--- src/rtl/bios_shadow_loader_if.sv ---
// Wishbone master-side bus bundle for the shadow-BIOS loader.
// Signals:
//   dat  [15:0] write data            adr [18:0] word address [19:1]
//   we         write qualifier        tga         address tag (0 = memory)
//   sel  [1:0] byte selects           stb/cyc     strobe / cycle
//   ack        slave acknowledge
interface bios_shadow_loader_if;
   localparam int unsigned DAT_W = 16;
   localparam int unsigned ADR_W = 19;
   localparam int unsigned SEL_W = 2;

   logic [DAT_W-1:0] dat;
   logic [ADR_W-1:0] adr;
   logic             we;
   logic             tga;
   logic [SEL_W-1:0] sel;
   logic             stb;
   logic             cyc;
   logic             ack;

   modport master (
      output dat, adr, we, tga, sel, stb, cyc,
      input  ack
   );

   modport slave (
      input  dat, adr, we, tga, sel, stb, cyc,
      output ack
   );
endinterface

--- src/rtl/bios_shadow_loader.sv ---
// Boot-time copier: pulses flash reset, waits out recovery, then reads the
// BIOS image word by word from parallel flash and writes each word into
// shadow RAM through a Wishbone master port. done_o stays high until reset.
// Ports:
//   wb_clk_i, wb_rst_n_i       clock, async active-low reset
//   flash_addr_[21:0]          flash word address (FLASH_BASE + idx)
//   flash_data_[15:0]          flash read data
//   flash_we_n_/oe_n_/ce_n_    flash strobes, active low (we_n tied high)
//   flash_rst_n_               flash reset, active low
//   wbm                        Wishbone master (write-only)
//   done_o                     copy complete, sticky
module bios_shadow_loader #(
   parameter logic [21:0] FLASH_BASE = 22'h000000,
   parameter logic [18:0] RAM_BASE   = 19'h78000,
   parameter int unsigned WORDS      = 32768,
   parameter int unsigned FLASH_WAIT = 8,
   parameter int unsigned RST_CYC    = 16
) (
   input  logic                        wb_clk_i,
   input  logic                        wb_rst_n_i,
   output logic [21:0]                 flash_addr_,
   input  logic [15:0]                 flash_data_,
   output logic                        flash_we_n_,
   output logic                        flash_oe_n_,
   output logic                        flash_ce_n_,
   output logic                        flash_rst_n_,
   bios_shadow_loader_if.master        wbm,
   output logic                        done_o
);
   localparam int unsigned FA_W  = 22;
   localparam int unsigned RA_W  = 19;
   localparam int unsigned D_W   = 16;
   localparam int unsigned IDX_W = 17;
   localparam int unsigned CNT_W = 8;
   localparam int unsigned SEL_W = 2;

   localparam logic [IDX_W-1:0] LAST_IDX  = IDX_W'(WORDS - 1);
   localparam logic [CNT_W-1:0] WAIT_LAST = CNT_W'(FLASH_WAIT - 1);
   localparam logic [CNT_W-1:0] RST_LAST  = CNT_W'(RST_CYC - 1);

   typedef enum logic [2:0] {
      FRST   = 3'd0,
      FRECOV = 3'd1,
      FREAD  = 3'd2,
      WRITE  = 3'd3,
      DONE   = 3'd4
   } state_e;

   state_e            state_q,      state_d;
   logic [IDX_W-1:0]  idx_q,        idx_d;
   logic [CNT_W-1:0]  cnt_q,        cnt_d;
   logic              frst_n_q,     frst_n_d;
   logic              ce_n_q,       ce_n_d;
   logic [FA_W-1:0]   flash_addr_q, flash_addr_d;
   logic              stb_q,        stb_d;
   logic [SEL_W-1:0]  sel_q,        sel_d;
   logic [RA_W-1:0]   adr_q,        adr_d;
   logic [D_W-1:0]    dat_q,        dat_d;
   logic              done_q,       done_d;

   // Next-state and next-output logic
   always_comb begin
      state_d      = state_q;
      idx_d        = idx_q;
      cnt_d        = cnt_q;
      frst_n_d     = frst_n_q;
      ce_n_d       = ce_n_q;
      flash_addr_d = flash_addr_q;
      stb_d        = stb_q;
      sel_d        = sel_q;
      adr_d        = adr_q;
      dat_d        = dat_q;
      done_d       = done_q;

      unique case (state_q)
         // Hold the flash in reset for RST_CYC clocks
         FRST: begin
            if (cnt_q == RST_LAST) begin
               cnt_d    = '0;
               frst_n_d = 1'b1;
               state_d  = FRECOV;
            end else begin
               cnt_d = cnt_q + CNT_W'(1);
            end
         end

         // Post-reset recovery, flash deselected; CE/OE open for the first read
         FRECOV: begin
            if (cnt_q == RST_LAST) begin
               cnt_d   = '0;
               ce_n_d  = 1'b0;
               state_d = FREAD;
            end else begin
               cnt_d = cnt_q + CNT_W'(1);
            end
         end

         // Access time elapses, then sample data and launch the bus write
         FREAD: begin
            if (cnt_q == WAIT_LAST) begin
               cnt_d   = '0;
               dat_d   = flash_data_;
               ce_n_d  = 1'b1;
               stb_d   = 1'b1;
               sel_d   = '1;
               state_d = WRITE;
            end else begin
               cnt_d = cnt_q + CNT_W'(1);
            end
         end

         // Address and data held until the slave acknowledges
         WRITE: begin
            if (wbm.ack) begin
               stb_d = 1'b0;
               sel_d = '0;
               if (idx_q == LAST_IDX) begin
                  done_d  = 1'b1;
                  state_d = DONE;
               end else begin
                  // Next read starts straight away; both addresses wrap naturally
                  idx_d        = idx_q + IDX_W'(1);
                  flash_addr_d = FLASH_BASE + FA_W'(idx_d);
                  adr_d        = RAM_BASE + RA_W'(idx_d);
                  ce_n_d       = 1'b0;
                  state_d      = FREAD;
               end
            end
         end

         DONE: begin
         end

         default: begin
            state_d = FRST;
         end
      endcase
   end

   // State and output registers
   always_ff @(posedge wb_clk_i or negedge wb_rst_n_i) begin
      if (!wb_rst_n_i) begin
         state_q      <= FRST;
         idx_q        <= '0;
         cnt_q        <= '0;
         frst_n_q     <= 1'b0;
         ce_n_q       <= 1'b1;
         flash_addr_q <= FLASH_BASE;
         stb_q        <= 1'b0;
         sel_q        <= '0;
         adr_q        <= RAM_BASE;
         dat_q        <= '0;
         done_q       <= 1'b0;
      end else begin
         state_q      <= state_d;
         idx_q        <= idx_d;
         cnt_q        <= cnt_d;
         frst_n_q     <= frst_n_d;
         ce_n_q       <= ce_n_d;
         flash_addr_q <= flash_addr_d;
         stb_q        <= stb_d;
         sel_q        <= sel_d;
         adr_q        <= adr_d;
         dat_q        <= dat_d;
         done_q       <= done_d;
      end
   end

   // CE and OE always move together; the flash is never written
   assign flash_addr_  = flash_addr_q;
   assign flash_ce_n_  = ce_n_q;
   assign flash_oe_n_  = ce_n_q;
   assign flash_we_n_  = 1'b1;
   assign flash_rst_n_ = frst_n_q;

   // A single write burst drives cyc, stb and we together
   assign wbm.cyc = stb_q;
   assign wbm.stb = stb_q;
   assign wbm.we  = stb_q;
   assign wbm.sel = sel_q;
   assign wbm.adr = adr_q;
   assign wbm.dat = dat_q;
   assign wbm.tga = 1'b0;

   assign done_o = done_q;
endmodule

--- src/flat_wrapper.sv ---
// flat-port wrapper written by rule: the top's interface ports become plain ports
module bios_shadow_loader_flat 
#(
   parameter logic [21:0] FLASH_BASE = 22'h000000,
   parameter logic [18:0] RAM_BASE   = 19'h78000,
   parameter int unsigned WORDS      = 32768,
   parameter int unsigned FLASH_WAIT = 8,
   parameter int unsigned RST_CYC    = 16
)
  (wb_clk_i, wb_rst_n_i, flash_addr_, flash_data_, flash_we_n_, flash_oe_n_, flash_ce_n_, flash_rst_n_, done_o, wbm_dat, wbm_adr, wbm_we, wbm_tga, wbm_sel, wbm_stb, wbm_cyc, wbm_ack);
  bios_shadow_loader_if wbm_i ();
  input  logic wb_clk_i;
  input  logic wb_rst_n_i;
  output logic [21:0] flash_addr_;
  input  logic [15:0] flash_data_;
  output logic flash_we_n_;
  output logic flash_oe_n_;
  output logic flash_ce_n_;
  output logic flash_rst_n_;
  output logic done_o;
  output wire logic [$bits(wbm_i.dat)-1:0] wbm_dat;
  output wire logic [$bits(wbm_i.adr)-1:0] wbm_adr;
  output wire logic [$bits(wbm_i.we)-1:0] wbm_we;
  output wire logic [$bits(wbm_i.tga)-1:0] wbm_tga;
  output wire logic [$bits(wbm_i.sel)-1:0] wbm_sel;
  output wire logic [$bits(wbm_i.stb)-1:0] wbm_stb;
  output wire logic [$bits(wbm_i.cyc)-1:0] wbm_cyc;
  input wire logic [$bits(wbm_i.ack)-1:0] wbm_ack;
  assign wbm_dat = wbm_i.dat;
  assign wbm_adr = wbm_i.adr;
  assign wbm_we = wbm_i.we;
  assign wbm_tga = wbm_i.tga;
  assign wbm_sel = wbm_i.sel;
  assign wbm_stb = wbm_i.stb;
  assign wbm_cyc = wbm_i.cyc;
  assign wbm_i.ack = wbm_ack;
  bios_shadow_loader #(.FLASH_BASE(FLASH_BASE), .RAM_BASE(RAM_BASE), .WORDS(WORDS), .FLASH_WAIT(FLASH_WAIT), .RST_CYC(RST_CYC)) u_core (.wb_clk_i(wb_clk_i), .wb_rst_n_i(wb_rst_n_i), .flash_addr_(flash_addr_), .flash_data_(flash_data_), .flash_we_n_(flash_we_n_), .flash_oe_n_(flash_oe_n_), .flash_ce_n_(flash_ce_n_), .flash_rst_n_(flash_rst_n_), .wbm(wbm_i), .done_o(done_o));
endmodule
--- config.mk ---
export PLATFORM = sky130hd
export DESIGN_NAME = bios_shadow_loader_flat
export DESIGN_NICKNAME = d
export VERILOG_FILES = /design/src/rtl/bios_shadow_loader_if.sv /design/src/rtl/bios_shadow_loader.sv /design/src/flat_wrapper.sv
export SDC_FILE = /design/constraint.sdc
export NUM_CORES = 1
export LEC_CHECK = 0
export CELL_PAD_IN_SITES_DETAIL_PLACEMENT = 1
export CELL_PAD_IN_SITES_GLOBAL_PLACEMENT = 2
export CORE_UTILIZATION = 28
export CTS_CLUSTER_SIZE = 20
export DETAILED_ROUTE_END_ITERATION = 12
export PLACE_DENSITY_LB_ADDON = 0.05
export REMOVE_ABC_BUFFERS = 1
export SLEW_MARGIN = 20
export SYNTH_ARGS = -nofsm -noshare
export SYNTH_HDL_FRONTEND = slang
export SYNTH_SLANG_ARGS = --single-unit
--- constraint.sdc ---
create_clock -name wb_clk_i -period 2.8 [get_ports wb_clk_i]
set_input_delay 0.56 -clock wb_clk_i [delete_from_list [all_inputs] [get_ports wb_clk_i]]
set_output_delay 0.56 -clock wb_clk_i [all_outputs]
set_load 0.01 [all_outputs]
==> out/metrics.cfg <==
[outcome]
status = finished clean

[place]
dpl.hpwl_mm = 4.147
gp_congestion = 0.6635
io_buffers = 79

[sta]
fin_crit_ns = 2.220
hold_viol_final = 0
fmax_ghz = 0.4505
fin_tns_setup_ns = 0
finalCritPeriodShare_pct = 79.28
slew_violations = 0
worst_pin_slew_ns = 0.6765
relSlewSlack_pct = 54.49
fin_worst_skew_ns = 0.004346
finalSetupViolations = 0
rsz0062_at_grt = false

[logic_synthesis]
synth_top_family_by_area = simple AND/OR/NAND/NOR gates
synth.mux.area_fraction_pct = 9.452
synth-seq-cells = 51
synthCells = 222
syn_avg_cell_area_um2 = 11.21
netlist_area_um2 = 2489
synthSimpleGateAreaFrac_pct = 14.38
synth_fa_ha_area_share_pct = 1.508
ys_seq_area_share_pct = 51.48
yosysWarnings = 0
synth_xor_area_share_pct = 8.095
synth_cell_types = 37
synth-compound-area-share_pct = 4.726

[clock_tree]
cts_resized = 0
postCtsSetupRepairBufs = 0
cts_made_buffers = 5
clk_path_buf_depth = 2
clk_pin_slew_worst_paths_ns = 0.09
htreeDepth = 2
ctsHoldBuffers = 0
clkLatencyLatePin_ns = 0.30
root_buffer = clkbuf_8
cts_tree = built
cts_num_sinks = 51

[die]
initial_core_util_pct = 28.68
die-area_um2 = 9269
core_um2 = 8678
die_h_um = 96.28
io-pin-count = 87
fp-row-count = 34
chipWidth_um = 96.28

[drt]
wl_mm = 5.790
via_count = 1789
dr.pass1.iters = 4
drtAntennaViolNets = 0
drtIter0Drc = 57
drc = 0
vias_per_cell = 4.564
wl_per_cell_um = 14.77

[critical_path]
required_ns = 2.99
cp_max_fo = 7
setup.worst_path.class = input pin to register
arrival_ns = 2.41
r2r_slack_ns = 0.60
start_kind = input pin
end_kind = register

[global_routing]
grt_max_degree = 24
grt_pass1_wl_mm = 9.225
grt.total_usage_pct = 13.23
antenna_found_initial = 0
grt_pass1_vias = 1817
grt_overflow = 0

[layout]
area_growth_pct = 33.38
finalCoreUtilization_pct = 38.25
layout-drive-gt1-share_pct = 14.44
fillCellCount = 976
register_area_um2 = 1281
multi_input_area_um2 = 975.9
antenna-diode-count = 0
fin_nets = 305

[worst_hold_path]
hp-class = input pin to async pin

[flow_run]
max_cap_violations = 0

[power]
p_leak_nw = 1.334
p_per_area_nw_per_um2 = 735.5
peakVddDrop_mv = 0.2681

==> cells by family after synthesis <==
group / after synthesis
xor+xnor: 23
mux: 21
simple gates: 67
buf+inv: 36
fa+ha+maj: 3
compound gates: 19
other cells: 2
flops: 51
==> report_power, final <==
part           leakage [nW]  internal [mW]  switching, mW
registers             0.636          0.907          0.151
clock network        0.0515          0.226          0.235
logic                 0.647          0.540          0.382
==> placed cells by master, fill, tap and decap left out <==
cell type,synthesis,layout
o21bai_1,1,1
or3_1,1,1
buf_4,28,5
conb_1,2,7
and4_1,2,2
and3_2,1,1
clkdlybuf4s50_1,0,78
o21ai_0,2,2
and3_1,2,2
a21o_1,1,1
nor4_1,4,4
a31oi_1,1,1
buf_2,2,1
nand4_1,6,6
or4_1,1,1
or2_2,1,1
nand2_1,12,12
a21oi_1,9,9
clkbuf_1,4,1
nand3_1,16,16
mux2_2,20,20
xnor2_1,18,18
dfrtp_1,47,47
a21o_2,1,1
nor2b_1,1,1
xor2_1,5,5
inv_1,1,1
ha_1,3,3
nor4_4,1,1
nor2_1,13,13
nand4b_1,1,1
o21a_1,2,2
clkbuf_8,0,7
nor3b_1,1,1
mux2i_1,1,1
dfstp_2,4,4
nor3_1,4,4
o22a_1,2,2
==> sequential cells by signal, indices dropped and copies added, names as in the netlist <==
| register | cells |
|---|---|
| u_core.idx_q | 17 |
| u_core.flash_rst_n_ | 1 |
| u_core.state_q | 3 |
| u_core.wbm.dat | 16 |
| u_core.done_o | 1 |
| u_core.wbm.adr | 3 |
| u_core.cnt_q | 8 |
| u_core.flash_ce_n_ | 1 |
| u_core.wbm.sel | 1 |
==> metrics by stage <==
stage	std cells	hold WS (ns)	instance area (um^2)	total power, mW	setup WS, ns
floorplan	192	0.2644	2261	1.514	0.5622
global placement	384	0.4434	3219	2.001	0.3268
detailed placement	384	0.4580	3219	2.011	0.2629
CTS	392	0.2540	3319	2.506	0.5873
global route	392	0.2731	3319	2.633	0.4174
finish	392	0.2441	3319	2.442	0.5802
==> cells in the mapped netlist <==
| master | count | area share [%] |
|---|---|---|
| o21ai_0 | 2 | 0.40 |
| mux2_2 | 20 | 9.0 |
| dfrtp_1 | 47 | 47 |
| a21o_1 | 1 | 0.30 |
| buf_2 | 2 | 0.40 |
| clkbuf_1 | 4 | 0.60 |
| nand3_1 | 16 | 3.2 |
| or4_1 | 1 | 0.30 |
| mux2i_1 | 1 | 0.40 |
| conb_1 | 2 | 0.30 |
| nor2b_1 | 1 | 0.25 |
| o22a_1 | 2 | 0.70 |
| o21a_1 | 2 | 0.60 |
| buf_6 | 1 | 0.45 |
| nor4_1 | 4 | 1.0 |
| dfstp_2 | 4 | 4.2 |
| nand4b_1 | 1 | 0.35 |
| ha_1 | 3 | 1.5 |
| nor3_1 | 4 | 0.80 |
| nand4_1 | 6 | 1.5 |
| nor3b_1 | 1 | 0.30 |
| xnor2_1 | 18 | 6.3 |
| a21o_2 | 1 | 0.35 |
| a21oi_1 | 9 | 1.8 |
| o21bai_1 | 1 | 0.30 |
| buf_4 | 28 | 8.4 |
| a31oi_1 | 1 | 0.25 |
| or2_2 | 1 | 0.25 |
| nand2_1 | 12 | 1.8 |
| and4_1 | 2 | 0.70 |
| or3_1 | 1 | 0.25 |
| and3_1 | 2 | 0.50 |
| and3_2 | 1 | 0.30 |
| nor2_1 | 13 | 2.0 |
| xor2_1 | 5 | 1.8 |
| inv_1 | 1 | 0.15 |
| nor4_4 | 1 | 0.85 |
==> critical path: stages <==
cell and delay [ns]:
clkdlybuf4s50_1 0.51, nand4b_1 0.28, nor4_1 0.60, nand3_1 0.16, mux2_2 0.30
==> path summary, 6_finish.rpt <==
check	startpoint	depth (start not counted)	end
max in group asynchronous	wb_rst_n_i	2	u_core.wbm.dat[9]
min in group wb_clk_i	u_core.cnt_q[7]	1	u_core.cnt_q[7]
worst min register to register	u_core.cnt_q[7]	1	u_core.cnt_q[7]
worst min-delay path	wb_rst_n_i	1	u_core.idx_q[15]
worst max-delay path	wbm_ack	5	u_core.idx_q[14]
worst max register to register	u_core.idx_q[6]	5	u_core.idx_q[14]
==> metal layers <==
| layer | vias to the layer above | global-route usage, % | routed length, um |
|---|---|---|---|
| met1 | 882 | 19.48 | 2869 |
| met4 | 0 | 4.478 | 55 |
| li1 | 851 | - | - |
| met5 | - | 0 | 0 |
| met3 | 4 | 3.712 | 338 |
| met2 | 52 | 18.26 | 2526 |
==> area by class of cell <==
cell class,count,share of cell area (%)
sequential,51,38.60
multi-input combinational,140,29.40
timing repair buffer,84,24.80
tap,108,4.071
clock buffer,8,3.015
inverter,1,0.1131
No activity file was read; power rests on OpenSTA's default activity.
